[src/rtl/macro_pkg.sv]
// Shared opcode encoding and default sizing for the pipelined ALU.
package macro_pkg;

  localparam int DEFAULT_WIDTH = 8;
  localparam int DEFAULT_DEPTH = 4;

  typedef enum logic [3:0] {
    OP_ADD   = 4'd0,
    OP_ADDC  = 4'd1,
    OP_SUB   = 4'd2,
    OP_SUBB  = 4'd3,
    OP_AND   = 4'd4,
    OP_OR    = 4'd5,
    OP_XOR   = 4'd6,
    OP_NOT   = 4'd7,
    OP_SHL   = 4'd8,
    OP_SHR   = 4'd9,
    OP_ROL   = 4'd10,
    OP_ROR   = 4'd11,
    OP_INC   = 4'd12,
    OP_DEC   = 4'd13,
    OP_PASSA = 4'd14,
    OP_PASSB = 4'd15
  } opcode_e;

endpackage

[src/rtl/alu_pipe_param_if.sv]
// Request/response bundle of the pipelined ALU; slave is the ALU side.
interface alu_pipe_param_if
  import macro_pkg::*;
#(
  parameter int WIDTH = DEFAULT_WIDTH
) ();

  logic             valid_in;
  logic             ready_in;
  logic [WIDTH-1:0] a;
  logic [WIDTH-1:0] b;
  logic             cin;
  opcode_e          ctl;
  logic             valid_out;
  logic             ready_out;
  logic [WIDTH-1:0] alu;
  logic             carry;
  logic             zero;
  logic             ovf;
  logic [15:0]      op_count;

  modport slave (
    input  valid_in, a, b, cin, ctl, ready_out,
    output ready_in, valid_out, alu, carry, zero, ovf, op_count
  );

  modport master (
    output valid_in, a, b, cin, ctl, ready_out,
    input  ready_in, valid_out, alu, carry, zero, ovf, op_count
  );

endinterface

[src/rtl/alu_out_fifo.sv]
// Power-of-two result buffer; the producer guarantees it never pushes when full.
module alu_out_fifo #(
  parameter int W     = 11,
  parameter int DEPTH = 4
) (
  input  logic                     clk,
  input  logic                     reset,
  input  logic                     push,
  input  logic [W-1:0]             din,
  input  logic                     pop,
  output logic [W-1:0]             dout,
  output logic                     empty,
  output logic [$clog2(DEPTH):0]   count
);

  localparam int AW = $clog2(DEPTH);
  localparam int CW = AW + 1;

  logic [W-1:0]  mem_q [DEPTH];
  logic [AW-1:0] wr_ptr_q, wr_ptr_d;
  logic [AW-1:0] rd_ptr_q, rd_ptr_d;
  logic [CW-1:0] count_q, count_d;
  logic          do_pop;

  always_comb begin
    do_pop   = pop && (count_q != '0);
    wr_ptr_d = wr_ptr_q + AW'(push);
    rd_ptr_d = rd_ptr_q + AW'(do_pop);
    count_d  = count_q + CW'(push) - CW'(do_pop);
  end

  // NOTE: state registers use non-blocking assignments so every flop samples pre-edge values.
  always_ff @(posedge clk or posedge reset) begin
    if (reset) begin
      wr_ptr_q <= '0;
      rd_ptr_q <= '0;
      count_q  <= '0;
    end else begin
      wr_ptr_q <= wr_ptr_d;
      rd_ptr_q <= rd_ptr_d;
      count_q  <= count_d;
    end
  end

  // NOTE: storage is deliberately not reset; an entry is only ever read after it was written.
  always_ff @(posedge clk) begin
    if (push) mem_q[wr_ptr_q] <= din;
  end

  assign dout  = mem_q[rd_ptr_q];
  assign empty = (count_q == '0);
  assign count = count_q;

endmodule

[src/rtl/alu_pipe_param.sv]
// Two-stage ALU (operand register, execute register) feeding a result FIFO with credit-style admission.
module alu_pipe_param
  import macro_pkg::*;
#(
  parameter int WIDTH = DEFAULT_WIDTH,
  parameter int DEPTH = DEFAULT_DEPTH
) (
  input  logic             clk,
  input  logic             reset,
  alu_pipe_param_if.slave  bus
);

  localparam int CW    = $clog2(DEPTH) + 1;
  localparam int OCC_W = CW + 1;
  localparam int RW    = WIDTH + 3;

  logic             s1_valid_q, s1_valid_d;
  logic [WIDTH-1:0] s1_a_q, s1_a_d, s1_b_q, s1_b_d;
  logic             s1_cin_q, s1_cin_d;
  opcode_e          s1_ctl_q, s1_ctl_d;
  logic             s2_valid_q, s2_valid_d;
  logic [RW-1:0]    s2_res_q, s2_res_d;
  logic [15:0]      op_count_q, op_count_d;

  logic             accept;
  logic [WIDTH-1:0] op2, res_alu;
  logic             ci, res_c, res_v, arith_ovf;
  logic [WIDTH:0]   sum;
  logic [RW-1:0]    fifo_dout;
  logic             fifo_empty;
  logic [CW-1:0]    fifo_count;
  logic [OCC_W-1:0] occupancy;

  // Admission counts results still in flight so the FIFO can never overflow.
  assign occupancy   = OCC_W'(fifo_count) + OCC_W'(s1_valid_q) + OCC_W'(s2_valid_q);
  assign bus.ready_in = !reset && (occupancy < OCC_W'(DEPTH));
  assign accept       = bus.valid_in && bus.ready_in;

  // Every arithmetic op is one adder: a + op2 + ci.
  // NOTE: each always_comb output gets a default first so no path can infer a latch.
  always_comb begin
    op2 = '0;
    ci  = 1'b0;
    case (s1_ctl_q)
      OP_ADD:  op2 = s1_b_q;
      OP_ADDC: begin op2 = s1_b_q;  ci = s1_cin_q; end
      OP_SUB:  begin op2 = ~s1_b_q; ci = 1'b1;     end
      OP_SUBB: begin op2 = ~s1_b_q; ci = s1_cin_q; end
      OP_INC:  ci  = 1'b1;
      OP_DEC:  op2 = '1;
      default: ;
    endcase
    sum       = {1'b0, s1_a_q} + {1'b0, op2} + (WIDTH+1)'(ci);
    arith_ovf = (s1_a_q[WIDTH-1] == op2[WIDTH-1]) && (sum[WIDTH-1] != s1_a_q[WIDTH-1]);

    res_alu = s1_a_q;
    res_c   = 1'b0;
    res_v   = 1'b0;
    case (s1_ctl_q)
      OP_ADD, OP_ADDC, OP_SUB, OP_SUBB, OP_INC, OP_DEC: begin
        res_alu = sum[WIDTH-1:0];
        res_c   = sum[WIDTH];
        res_v   = arith_ovf;
      end
      OP_AND:  res_alu = s1_a_q & s1_b_q;
      OP_OR:   res_alu = s1_a_q | s1_b_q;
      OP_XOR:  res_alu = s1_a_q ^ s1_b_q;
      OP_NOT:  res_alu = ~s1_a_q;
      OP_SHL:  begin res_alu = {s1_a_q[WIDTH-2:0], 1'b0};           res_c = s1_a_q[WIDTH-1]; end
      OP_SHR:  begin res_alu = {1'b0, s1_a_q[WIDTH-1:1]};           res_c = s1_a_q[0];       end
      OP_ROL:  begin res_alu = {s1_a_q[WIDTH-2:0], s1_a_q[WIDTH-1]}; res_c = s1_a_q[WIDTH-1]; end
      OP_ROR:  begin res_alu = {s1_a_q[0], s1_a_q[WIDTH-1:1]};       res_c = s1_a_q[0];       end
      OP_PASSB: res_alu = s1_b_q;
      default:  res_alu = s1_a_q;
    endcase
  end

  always_comb begin
    s1_valid_d = accept;
    s1_a_d     = accept ? bus.a   : s1_a_q;
    s1_b_d     = accept ? bus.b   : s1_b_q;
    s1_cin_d   = accept ? bus.cin : s1_cin_q;
    s1_ctl_d   = accept ? bus.ctl : s1_ctl_q;
    s2_valid_d = s1_valid_q;
    s2_res_d   = {res_v, (res_alu == '0), res_c, res_alu};
    op_count_d = op_count_q + 16'(accept);
  end

  always_ff @(posedge clk or posedge reset) begin
    if (reset) begin
      s1_valid_q <= 1'b0;
      s1_a_q     <= '0;
      s1_b_q     <= '0;
      s1_cin_q   <= 1'b0;
      s1_ctl_q   <= OP_ADD;
      s2_valid_q <= 1'b0;
      s2_res_q   <= '0;
      op_count_q <= '0;
    end else begin
      s1_valid_q <= s1_valid_d;
      s1_a_q     <= s1_a_d;
      s1_b_q     <= s1_b_d;
      s1_cin_q   <= s1_cin_d;
      s1_ctl_q   <= s1_ctl_d;
      s2_valid_q <= s2_valid_d;
      s2_res_q   <= s2_res_d;
      op_count_q <= op_count_d;
    end
  end

  alu_out_fifo #(
    .W     (RW),
    .DEPTH (DEPTH)
  ) u_fifo (
    .clk   (clk),
    .reset (reset),
    .push  (s2_valid_q),
    .din   (s2_res_q),
    .pop   (bus.ready_out),
    .dout  (fifo_dout),
    .empty (fifo_empty),
    .count (fifo_count)
  );

  // Outputs read as zero whenever nothing is buffered, including during reset.
  assign bus.valid_out = !fifo_empty;
  assign {bus.ovf, bus.zero, bus.carry, bus.alu} = fifo_empty ? '0 : fifo_dout;
  assign bus.op_count  = op_count_q;

endmodule

[src/flat_wrapper.sv]
// flat-port wrapper written by rule: the top's interface ports become plain ports
module alu_pipe_param_flat import macro_pkg::*;
#(
  parameter int WIDTH = DEFAULT_WIDTH,
  parameter int DEPTH = DEFAULT_DEPTH
)
  (clk, reset, bus_valid_in, bus_a, bus_b, bus_cin, bus_ctl, bus_ready_out, bus_ready_in, bus_valid_out, bus_alu, bus_carry, bus_zero, bus_ovf, bus_op_count);
  alu_pipe_param_if #(.WIDTH(WIDTH)) bus_i ();
  input  logic clk;
  input  logic reset;
  input wire logic [$bits(bus_i.valid_in)-1:0] bus_valid_in;
  input wire logic [$bits(bus_i.a)-1:0] bus_a;
  input wire logic [$bits(bus_i.b)-1:0] bus_b;
  input wire logic [$bits(bus_i.cin)-1:0] bus_cin;
  input wire logic [$bits(bus_i.ctl)-1:0] bus_ctl;
  input wire logic [$bits(bus_i.ready_out)-1:0] bus_ready_out;
  output wire logic [$bits(bus_i.ready_in)-1:0] bus_ready_in;
  output wire logic [$bits(bus_i.valid_out)-1:0] bus_valid_out;
  output wire logic [$bits(bus_i.alu)-1:0] bus_alu;
  output wire logic [$bits(bus_i.carry)-1:0] bus_carry;
  output wire logic [$bits(bus_i.zero)-1:0] bus_zero;
  output wire logic [$bits(bus_i.ovf)-1:0] bus_ovf;
  output wire logic [$bits(bus_i.op_count)-1:0] bus_op_count;
  assign bus_i.valid_in = bus_valid_in;
  assign bus_i.a = bus_a;
  assign bus_i.b = bus_b;
  assign bus_i.cin = bus_cin;
  assign bus_i.ctl = bus_ctl;
  assign bus_i.ready_out = bus_ready_out;
  assign bus_ready_in = bus_i.ready_in;
  assign bus_valid_out = bus_i.valid_out;
  assign bus_alu = bus_i.alu;
  assign bus_carry = bus_i.carry;
  assign bus_zero = bus_i.zero;
  assign bus_ovf = bus_i.ovf;
  assign bus_op_count = bus_i.op_count;
  alu_pipe_param #(.WIDTH(WIDTH), .DEPTH(DEPTH)) u_core (.clk(clk), .reset(reset), .bus(bus_i));
endmodule
[config.mk]
export PLATFORM = sky130hd
export DESIGN_NAME = alu_pipe_param_flat
export DESIGN_NICKNAME = d
export VERILOG_FILES = /design/src/rtl/macro_pkg.sv /design/src/rtl/alu_pipe_param_if.sv /design/src/rtl/alu_out_fifo.sv /design/src/rtl/alu_pipe_param.sv /design/src/flat_wrapper.sv
export SDC_FILE = /design/constraint.sdc
export NUM_CORES = 1
export LEC_CHECK = 0
export ABC_AREA = 1
export BUFFER_PORTS_ARGS = -buffer_cell sky130_fd_sc_hd__buf_2
export CAP_MARGIN = 40
export CORE_MARGIN = 2
export CORE_UTILIZATION = 30
export CTS_CLUSTER_SIZE = 8
export DETAILED_ROUTE_END_ITERATION = 16
export HOLD_SLACK_MARGIN = 0.05
export PLACE_DENSITY = 0.51
export SETUP_SLACK_MARGIN = 0.3
export SYNTH_ARGS = -nofsm -noshare
export SYNTH_HDL_FRONTEND = slang
export SYNTH_HIERARCHICAL = 1
export SYNTH_SLANG_ARGS = --single-unit
[constraint.sdc]
create_clock -name clk -period 3.3 [get_ports clk]
set_clock_uncertainty 0.1 [all_clocks]
set_input_delay 0.165 -clock clk [delete_from_list [all_inputs] [get_ports clk]]
set_output_delay 0.165 -clock clk [all_outputs]
set_load 0.02 [all_outputs]
-- Yosys cells after proc, flatten, opt, wreduce, memory -nomap -nowiden
Memory sizes are Yosys's and may differ from the RTL's.
Index checks and enable logic that the tools add are counted.
- bits in registers: 57
- memory bits (writable): 44
- input bits: 25
- output and inout bits: 29
- memories: 1
- memory list (memory ; words ; bits a word ; read ports ; clocked after Yosys merged registers in ; wr ports ; RTL line ; source):
    u_core.u_fifo.mem_q ; 4 ; 11 ; 1 ; 0 ; 1 ; alu_out_fifo.sv:19 ; logic [W-1:0] mem_q [DEPTH];
- add/subtract/negate cells: 9
- order comparisons: 1
- equality and inequality tests: 16
- mux-type cells: 8
- bitwise gates (word level): 5
- reductions and logical operators: 17
- operators by type and width (operator ; number):
    $pmux W8 S10 ; 1
    $eq A4 B4 Y1 const B ; 7
    $pmux W8 S3 ; 1
    $add A16 B1 Y16 ; 1
    $eq A4 B3 Y1 const B ; 4
    $not A8 Y8 ; 2
    $reduce_or A2 Y1 ; 6
    $mux W11 ; 1
    $add A8 B8 Y9 ; 1
    $add A9 B1 Y9 ; 1
    $and A8 B8 Y8 ; 1
    $eq A4 B2 Y1 const B ; 2
    $logic_not A8 Y1 ; 1
    $or A8 B8 Y8 ; 1
    $xor A8 B8 Y8 ; 1
    $reduce_or A6 Y1 ; 1
    $add A2 B1 Y2 ; 2
    $add A3 B1 Y4 ; 1
    $add A4 B1 Y4 ; 1
    $eq A4 B1 Y1 const B ; 1
    $logic_and A1 B1 Y1 ; 4
    $logic_not A4 Y1 ; 1
    $lt A4 B3 Y1 const B ; 1
    $add A3 B1 Y3 ; 1
    9 further kinds ; 12

-- Longest topological paths before layout
Gate-level depths: netlist of the first run.
- word-level depth: 8
- mapped depth: 19

-- Hierarchy
The synthesis of the first run kept the hierarchy.
- modules (own cells, without submodules) (module ; instances ; cells each ; area an instance (sq um)):
    alu_pipe_param ; 1 ; 476 ; 3369.5
    alu_out_fifo ; 1 ; 161 ; 2048.2

-- Worst setup path before layout of the first run
No wires, ideal clock.
- path kind: register -> register
- start: register u_core.s2_valid_q
- end: register u_core.op_count_q[14] (netlist: u_core/bus.op_count[14])
- library setup time: 0.124 ns
- arrival time: 2.963 ns
- path slack: 0.113 ns
- stages on the path, launching flop included: 16
- cells stage by stage: dfrtp_1 ha_1 a21oi_1 inv_1 a211oi_2 nand2_1 inv_1 buf_2 ha_1 ha_1 nand3_1 nor3b_1 nand3_1 nor2_1 nand4_1 xor2_1
- cells in the longest elaborated chain, start to end: 5
- RTL lines (what ; RTL line ; source):
    start, declared ; alu_pipe_param.sv:21 ; logic s2_valid_q, s2_valid_d;
    start signal, assigned ; alu_pipe_param.sv:105 ; s2_valid_q <= s2_valid_d;
    $add A4 B1 Y4 ; alu_pipe_param.sv:35 ; assign occupancy = OCC_W'(fifo_count) + OCC_W'(s1_valid_q) + OCC_W'(s2_valid_q);
    $lt A4 B3 Y1 ; alu_pipe_param.sv:36 ; assign bus.ready_in = !reset && (occupancy < OCC_W'(DEPTH));
    $logic_and A1 B1 Y1 ; alu_pipe_param.sv:36 ;
    net bus_ready_in ; flat_wrapper.sv:17 ; output wire logic [$bits(bus_i.ready_in)-1:0] bus_ready_in;
    $logic_and A1 B1 Y1 ; alu_pipe_param.sv:37 ; assign accept = bus.valid_in && bus.ready_in;
    net u_core.accept ; alu_pipe_param.sv:25 ; logic accept;
    $add A16 B1 Y16 ; alu_pipe_param.sv:86 ; op_count_d = op_count_q + 16'(accept);
    net u_core.op_count_d[14] ; alu_pipe_param.sv:23 ; logic [15:0] op_count_q, op_count_d;
    end signal, assigned ; alu_pipe_param.sv:107 ; op_count_q <= op_count_d;
    end, declared ; alu_pipe_param.sv:23 ;
The timed path passes the listed nets, and every way through them passes these cells.
A chain may end at the register's enable or synchronous reset.

-- Worst setup path in the final report of the first run
- start: register u_core.s2_valid_q
- end: register u_core.op_count_q[14] (netlist: u_core/bus.op_count[14])
- cells in the longest elaborated chain, start to end: 5
- RTL lines (what ; RTL line):
    $add A4 B1 Y4 ; alu_pipe_param.sv:35
    $lt A4 B3 Y1 ; alu_pipe_param.sv:36
    $logic_and A1 B1 Y1 ; alu_pipe_param.sv:36
    $logic_and A1 B1 Y1 ; alu_pipe_param.sv:37
    $add A16 B1 Y16 ; alu_pipe_param.sv:86
    net u_core.op_count_d[14] ; alu_pipe_param.sv:23
The timed path passes the listed nets, and every way through them passes these cells.

==> impl_metrics.env, run 1 <==
export IMPL_endpoint_kind="flop"
export IMPL_crit_family="simple AND/OR/NAND/NOR gates"
export IMPL_p_leak_nw=3.152
export IMPL_grt_total_usage_pct=14.17
export IMPL_crit_fanout=3
export IMPL_antenna_left=0
export IMPL_drc=0
export IMPL_setup_viol=0
export IMPL_path_class="flop to flop"
export IMPL_ff2ff_path_depth=14
export IMPL_pwr_share_comb_pct=49.2
export IMPL_cp_arrival_ns=2.96
export IMPL_timing_fmax_mhz=353.6
export IMPL_nets=785
export IMPL_period_minus_slack_ns=2.828
export IMPL_ir_worst_vdd_mv=0.4583
export IMPL_worst_pin_slew_ns=0.7457
export IMPL_syn2layout_area_growth_pct=22.54
export IMPL_wl_per_cell_um=13.39
export IMPL_final_period_utilization_pct=85.69
export IMPL_io_pins=54
export IMPL_multiInputGateArea_mm2=0.002311
export IMPL_rsz0062_at_grt="false"
export IMPL_viasPerCell=4.488
export IMPL_grt_max_degree=43
export IMPL_synthArstFlopShare_pct=56.44
export IMPL_seqCellArea_mm2=0.002753
export IMPL_setup_tns_final_ns=0
export IMPL_antenna_found_initial=0
export IMPL_firstDrtPassIters=4
export IMPL_cp_cell_sequence="ha_1, a21oi_2, inv_1, a211oi_4, nand2_2, inv_2, ha_2, ha_2, nand3_2, nor3b_4, nand3_2, nor2_4, nand4_1, xor2_1"
export IMPL_wl_mm=12.90
export IMPL_rows=49
export IMPL_syn_inst=637
export IMPL_io_buffers=53
export IMPL_yosys_warnings=6
export IMPL_path_depth=14
export IMPL_cp_start_kind="flop"
export IMPL_switching_share_pct=45.59
export IMPL_max_stage_delay_ns=0.40
export IMPL_placed_area_mm2=0.005957
export IMPL_synth_area_leader_cell="dfrtp_1"
export IMPL_start_util_pct=30.37
export IMPL_vias=4322
export IMPL_slew_limit_headroom_pct=50.21
export IMPL_final_area_mm2=0.006639
export IMPL_dieArea_mm2=0.01915
export IMPL_clock_latency_ns=0.35
export IMPL_fillerInstances=1846
export IMPL_p_clk_share_pct=17.0
export IMPL_fin_util_pct=37.21
export IMPL_ys_flop_type="dfrtp_1"
export IMPL_synth_edf_count=44
export IMPL_cts_root_buf="clkbuf_16"
export IMPL_cts_clk_slew_worst_paths_ns=0.07
export IMPL_ys_ff_latch=101
export IMPL_fp_dieH_um=138.4
export IMPL_numClockSinks=101
export IMPL_path_buf_inv=2
export IMPL_crit_required_ns=3.43
export IMPL_syn_avg_cell_area_um2=8.505
export IMPL_hold_violations=0
export IMPL_first_global_vias=4274
export IMPL_drt_iter0_drc=260
export IMPL_drive_above_1_share_pct=16.35
export IMPL_die_w_um=138.4
export IMPL_numCtsBuffers=9
export IMPL_slew_viol_final=0
export IMPL_synth_cell_type_count=29
export IMPL_slowest_stage="dfrtp_1"
export IMPL_max_clock_path_buffers=2
export IMPL_dp_hpwl_mm=9.318
export IMPL_synth_top_cells_by_area="dfrtp_1 26%, edfxtp_1 24%, nand2_1 10%"
export IMPL_tritoncts="built"
export IMPL_cap_viol_max_count=0
export IMPL_synthTopCellsByCount="149 x nand2_1, 92 x nor2_1, 89 x inv_1"
export IMPL_coreArea_mm2=0.01784
export IMPL_synth_top_area_share_pct=26.33
export IMPL_cts_htree_levels=3
export IMPL_grt_pass1_wl_mm=21.87
export IMPL_yosysMostFrequentCell="nand2_1"
export IMPL_min_path_type="primary input to flop"
export IMPL_overflow=0
export IMPL_syn_area_mm2=0.005418
export IMPL_p_int_mw=3.390
export IMPL_gp_congestion=0.8923
export IMPL_antennaDiodeCount=0
export IMPL_outcome="finished clean"
export IMPL_syn_nets=693
export IMPL_seqPwrFrac_pct=33.8
export IMPL_power_switching_mw=2.840
export IMPL_ys_seq_area_share_pct=50.72
export IMPL_holdPathStages=4
export IMPL_power_density_mw_per_mm2=938.4
==> power groups by stage <==
stage	Clock, mW	Combinational (mW)	Sequential (mW)
final	1.06	3.06	2.10
after global routing	1.16	3.55	2.16
after CTS	1.10	2.94	2.10
after detailed placement	0	2.89	2.12
after global placement	0	2.87	2.12
after floorplan	0	2.16	2.02
==> flip-flops by register name, indices dropped and copies added, names as in the netlist, 2 cells and up <==
signal / cells
u_core/s1_a_q: 8
u_core/s1_ctl_q: 4
u_core/u_fifo/count: 3
u_core/bus.op_count: 16
u_core/u_fifo/wr_ptr_q: 2
u_core/s2_res_q: 11
u_core/s1_b_q: 8
u_core/u_fifo/mem_q: 44
u_core/u_fifo/rd_ptr_q: 2
==> cell usage in the layout, fill, tap and decap left out, types with 3 or more instances in the layout <==
| cell type | Yosys | layout |
|---|---|---|
| nand2_1 | 149 | 146 |
| nor2_1 | 92 | 86 |
| inv_1 | 89 | 84 |
| buf_2 | 3 | 53 |
| dfrtp_1 | 57 | 53 |
| edfxtp_1 | 44 | 44 |
| nand3_1 | 42 | 40 |
| o21ai_0 | 38 | 37 |
| ha_1 | 28 | 26 |
| o21ai_1 | 24 | 25 |
| dlygate4sd3_1 | 0 | 24 |
| buf_4 | 2 | 15 |
| xor2_1 | 11 | 11 |
| clkbuf_16 | 0 | 9 |
| a21oi_1 | 8 | 7 |
| o211ai_1 | 7 | 7 |
| xnor2_1 | 7 | 7 |
| nor3_1 | 7 | 7 |
| nor2_2 | 2 | 6 |
| inv_4 | 1 | 5 |
| nand4_1 | 5 | 5 |
| nand2_2 | 2 | 4 |
| inv_2 | 3 | 4 |
| dfrtp_2 | 0 | 4 |
| nor2_4 | 1 | 3 |
==> kinds of logic (layout without fill, tap and decap cells) <==
| logic type | after synthesis | in the layout | synth area share, % |
|---|---|---|---|
| compound gates | 78 | 78 | 7.667 |
| xor+xnor | 18 | 18 | 2.910 |
| fa+ha+maj | 31 | 31 | 7.575 |
| buf+inv | 105 | 202 | 8.106 |
| flops | 101 | 101 | 50.72 |
| simple gates | 304 | 304 | 23.03 |
==> worst min-delay path: stages <==
cell     delay, ns
buf_2         0.08
nand2_2       0.05
inv_2         0.11
ha_2          0.16
==> final cells by class <==
type | count | area share, %
clock buffer | 10 | 3.449
clock inverter | 6 | 1.037
inverter | 93 | 5.447
multi-input combinational | 431 | 34.81
sequential | 101 | 41.46
tap | 229 | 4.316
timing repair buffer | 93 | 9.480
==> what timing repair did <==
action	4_1_cts	5_1_grt
gates cloned	0	0
buffers inserted	0	9
endpoints found under the setup margin	3	9
gates resized for setup	3	27
hold buffers	24	0
pin swaps	0	10
hold endpoints to repair	64	0
==> worst paths after layout <==
kind,slack (ns),from,endpoint
max,0.47,u_core/s2_valid_q,u_core/bus.op_count[14]
min,0.15,bus_valid_in,u_core/bus.op_count[0]
max reg2reg,0.47,u_core/s2_valid_q,u_core/bus.op_count[14]
max in group asynchronous,1.96,reset,u_core/s1_ctl_q[1]
min reg2reg,0.30,u_core/s1_valid_q,u_core/s2_valid_q
min in group asynchronous,0.24,reset,u_core/u_fifo/count[1]
==> per-layer routing <==
layer	track usage [%]	part of all wire [%]	vias to the layer above
li1	-	-	2218
met1	18.48	46	2026
met2	23.50	48	56
met3	2.321	3.1	22
met4	5.854	2.4	0
met5	0	0	-
==> metrics by stage <==
step	setup WS, ns	hold WS (ns)	power (mW)	instances
2_1_floorplan	0.3021	-0.1316	4.182	637
3_5_place_dp	0.1323	0.06696	5.006	914
6_report	0.4722	0.1499	6.230	963
4_1_cts	0.3042	0.1399	6.131	954
3_3_place_gp	0.2604	0.07097	4.982	914
5_1_grt	0.2844	0.1438	6.869	963
(Power assumes the default switching activity.)
==> inputs of run 2 (changes only) <==
==> constraint.sdc (replaced) <==
create_clock -name clk -period 3.3 [get_ports clk]
set_clock_uncertainty 0.1 [all_clocks]
set_input_delay 0 -clock clk [delete_from_list [all_inputs] [get_ports clk]]
set_output_delay 0 -clock clk [all_outputs]
set_load 0.02 [all_outputs]
==> impl_metrics.env, run 2 (synthesis gave the netlist of run 1 again) <==
export IMPL_drc=0
export IMPL_die_w_um=138.4
export IMPL_io_pins=54
export IMPL_numCtsBuffers=9
export IMPL_vias=4305
export IMPL_power_density_mw_per_mm2=927.1
export IMPL_viasPerCell=4.475
export IMPL_period_minus_slack_ns=2.796
export IMPL_coreArea_mm2=0.01784
export IMPL_largest_reg_flops=44
export IMPL_worst_pin_slew_ns=0.6801
export IMPL_cts_clk_slew_worst_paths_ns=0.07
export IMPL_grt_pass1_wl_mm=22.09
export IMPL_drt_iter0_drc=278
export IMPL_timing_rr_start="u_core/s2_valid_q"
export IMPL_cts_root_buf="clkbuf_16"
export IMPL_wl_mm=12.79
export IMPL_cp_arrival_ns=2.94
export IMPL_endpoint_kind="flop"
export IMPL_ir_worst_vdd_mv=0.4136
export IMPL_dp_hpwl_mm=9.195
export IMPL_max_stage_delay_ns=0.40
export IMPL_timing_fmax_mhz=357.7
export IMPL_cap_viol_max_count=0
export IMPL_wl_per_cell_um=13.30
export IMPL_crit_fanout=3
export IMPL_placed_area_mm2=0.005957
export IMPL_gp_congestion=0.8773
export IMPL_first_global_vias=4338
export IMPL_dieArea_mm2=0.01915
export IMPL_slowest_stage="dfrtp_1"
export IMPL_start_util_pct=30.37
export IMPL_fp_dieH_um=138.4
export IMPL_final_area_mm2=0.006601
export IMPL_rsz0062_at_grt="true"
export IMPL_grt_max_degree=43
export IMPL_rows=49
export IMPL_io_buffers=53
export IMPL_path_class="flop to flop"
export IMPL_cp_start_kind="flop"
export IMPL_min_path_type="primary input to asynchronous set/reset pin"
export IMPL_final_cell_mix="146 x nand2_1, 87 x nor2_1, 85 x inv_1, 55 x dfrtp_1, 53 x buf_2"
export IMPL_p_leak_nw=3.137
export IMPL_clock_latency_ns=0.36
export IMPL_setup_viol=0
export IMPL_slew_limit_headroom_pct=54.61
export IMPL_mostFrequentLayoutCell="nand2_1"
export IMPL_cts_htree_levels=3
export IMPL_syn2layout_area_growth_pct=21.85
export IMPL_regMostFlops="u_core/u_fifo/mem_q"
export IMPL_outcome="finished clean"
export IMPL_drive_above_1_share_pct=15.55
export IMPL_rrSetupSlack_ns=0.50
export IMPL_antenna_found_initial=0
export IMPL_crit_required_ns=3.44
export IMPL_slew_viol_final=0
export IMPL_hold_violations=0
export IMPL_setup_tns_final_ns=0
export IMPL_final_period_utilization_pct=84.72
export IMPL_antenna_left=0
export IMPL_firstDrtPassIters=5
export IMPL_critPathLaunch="u_core/s2_valid_q"
export IMPL_overflow=0
export IMPL_antennaDiodeCount=0
export IMPL_tritoncts="built"
export IMPL_grt_total_usage_pct=14.31
export IMPL_nets=784
export IMPL_max_clock_path_buffers=2
export IMPL_numClockSinks=101
export IMPL_cp_cell_sequence="ha_1, a21oi_2, inv_1, a211oi_4, nand2_2, inv_2, ha_1, ha_2, nand3_2, nor3b_4, nand3_2, nor2_4, nand4_1, xor2_1"
run 2: cell types whose count changed in the layout (fill, tap and decap cells not counted), moves of 2 or more:
cell,before,now
inv_4,5,2
clkinvlp_4,1,3
dfrtp_1,53,55
dfrtp_2,4,2
inv_2,4,6
inv_6,2,0
inv_8,0,2
run 2: per-layer routing:
layer	routed length, µm	track usage [%]
met5	0	0
met2	6068	23.53
met1	5950	18.38
met4	343	6.713
met3	428	2.563
run 2: through the flow:
| stage | util [%] | instances | power (mW) | hold slack (ns) | setup slack, ns |
|---|---|---|---|---|---|
| after floorplan | - | 637 | 4.182 | -0.2966 | 0.3021 |
| after global placement | 33.39 | 914 | 4.982 | -0.09640 | 0.2588 |
| after detailed placement | 33.39 | 914 | 4.990 | -0.1068 | 0.2105 |
| after CTS | 36.50 | 957 | 6.088 | 0.06428 | 0.3439 |
| after global routing | 37.00 | 962 | 6.750 | 0.1063 | 0.2612 |
| final | 37.00 | 962 | 6.120 | 0.06315 | 0.5044 |
run 2: path summary, 6_finish.rpt:
path / endpoint / depth (start not counted)
worst min-delay path: u_core/u_fifo/count[0] / 3
worst max register to register: u_core/bus.op_count[14] / 14
worst max-delay path: u_core/bus.op_count[14] / 14
worst min register to register: u_core/s2_valid_q / 0
max in group asynchronous: u_core/bus.op_count[15] / 4
min in group clk: u_core/s1_b_q[3] / 4
run 2: what timing repair did:
item                                   CTS  global route
resized for setup                        3            18
cloned                                   0             0
endpoints found under the hold margin   57             0
setup endpoints to repair                2             8
buffers inserted                         2             5
pin swaps                                0             4
hold buffers                            25             0
run 2: critical path, delay by kind of cell (launching register included):
family          cells  cell delay [ns]
simple gates        6             0.78
fa+ha+maj           3             0.69
flops               1             0.40
compound gates      2             0.38
buf+inv             2             0.18
xor+xnor            1             0.15
run 2: final cells by class:
cell class / count / area, µm²
Sequential cell: 101 / 2750
Inverter: 93 / 354.1
Timing Repair Buffer: 92 / 620.6
Multi-Input combinational cell: 431 / 2306
Clock buffer: 9 / 225.2
Fill cell: 1851 / 11240
Clock inverter: 7 / 58.81
Tap cell: 229 / 286.5
run 2: report_power, final:
| group | internal (mW) | switching (mW) |
|---|---|---|
| logic | 1.05 | 1.96 |
| clock network | 0.522 | 0.498 |
| registers | 1.71 | 0.387 |
| total | 3.28 | 2.84 |
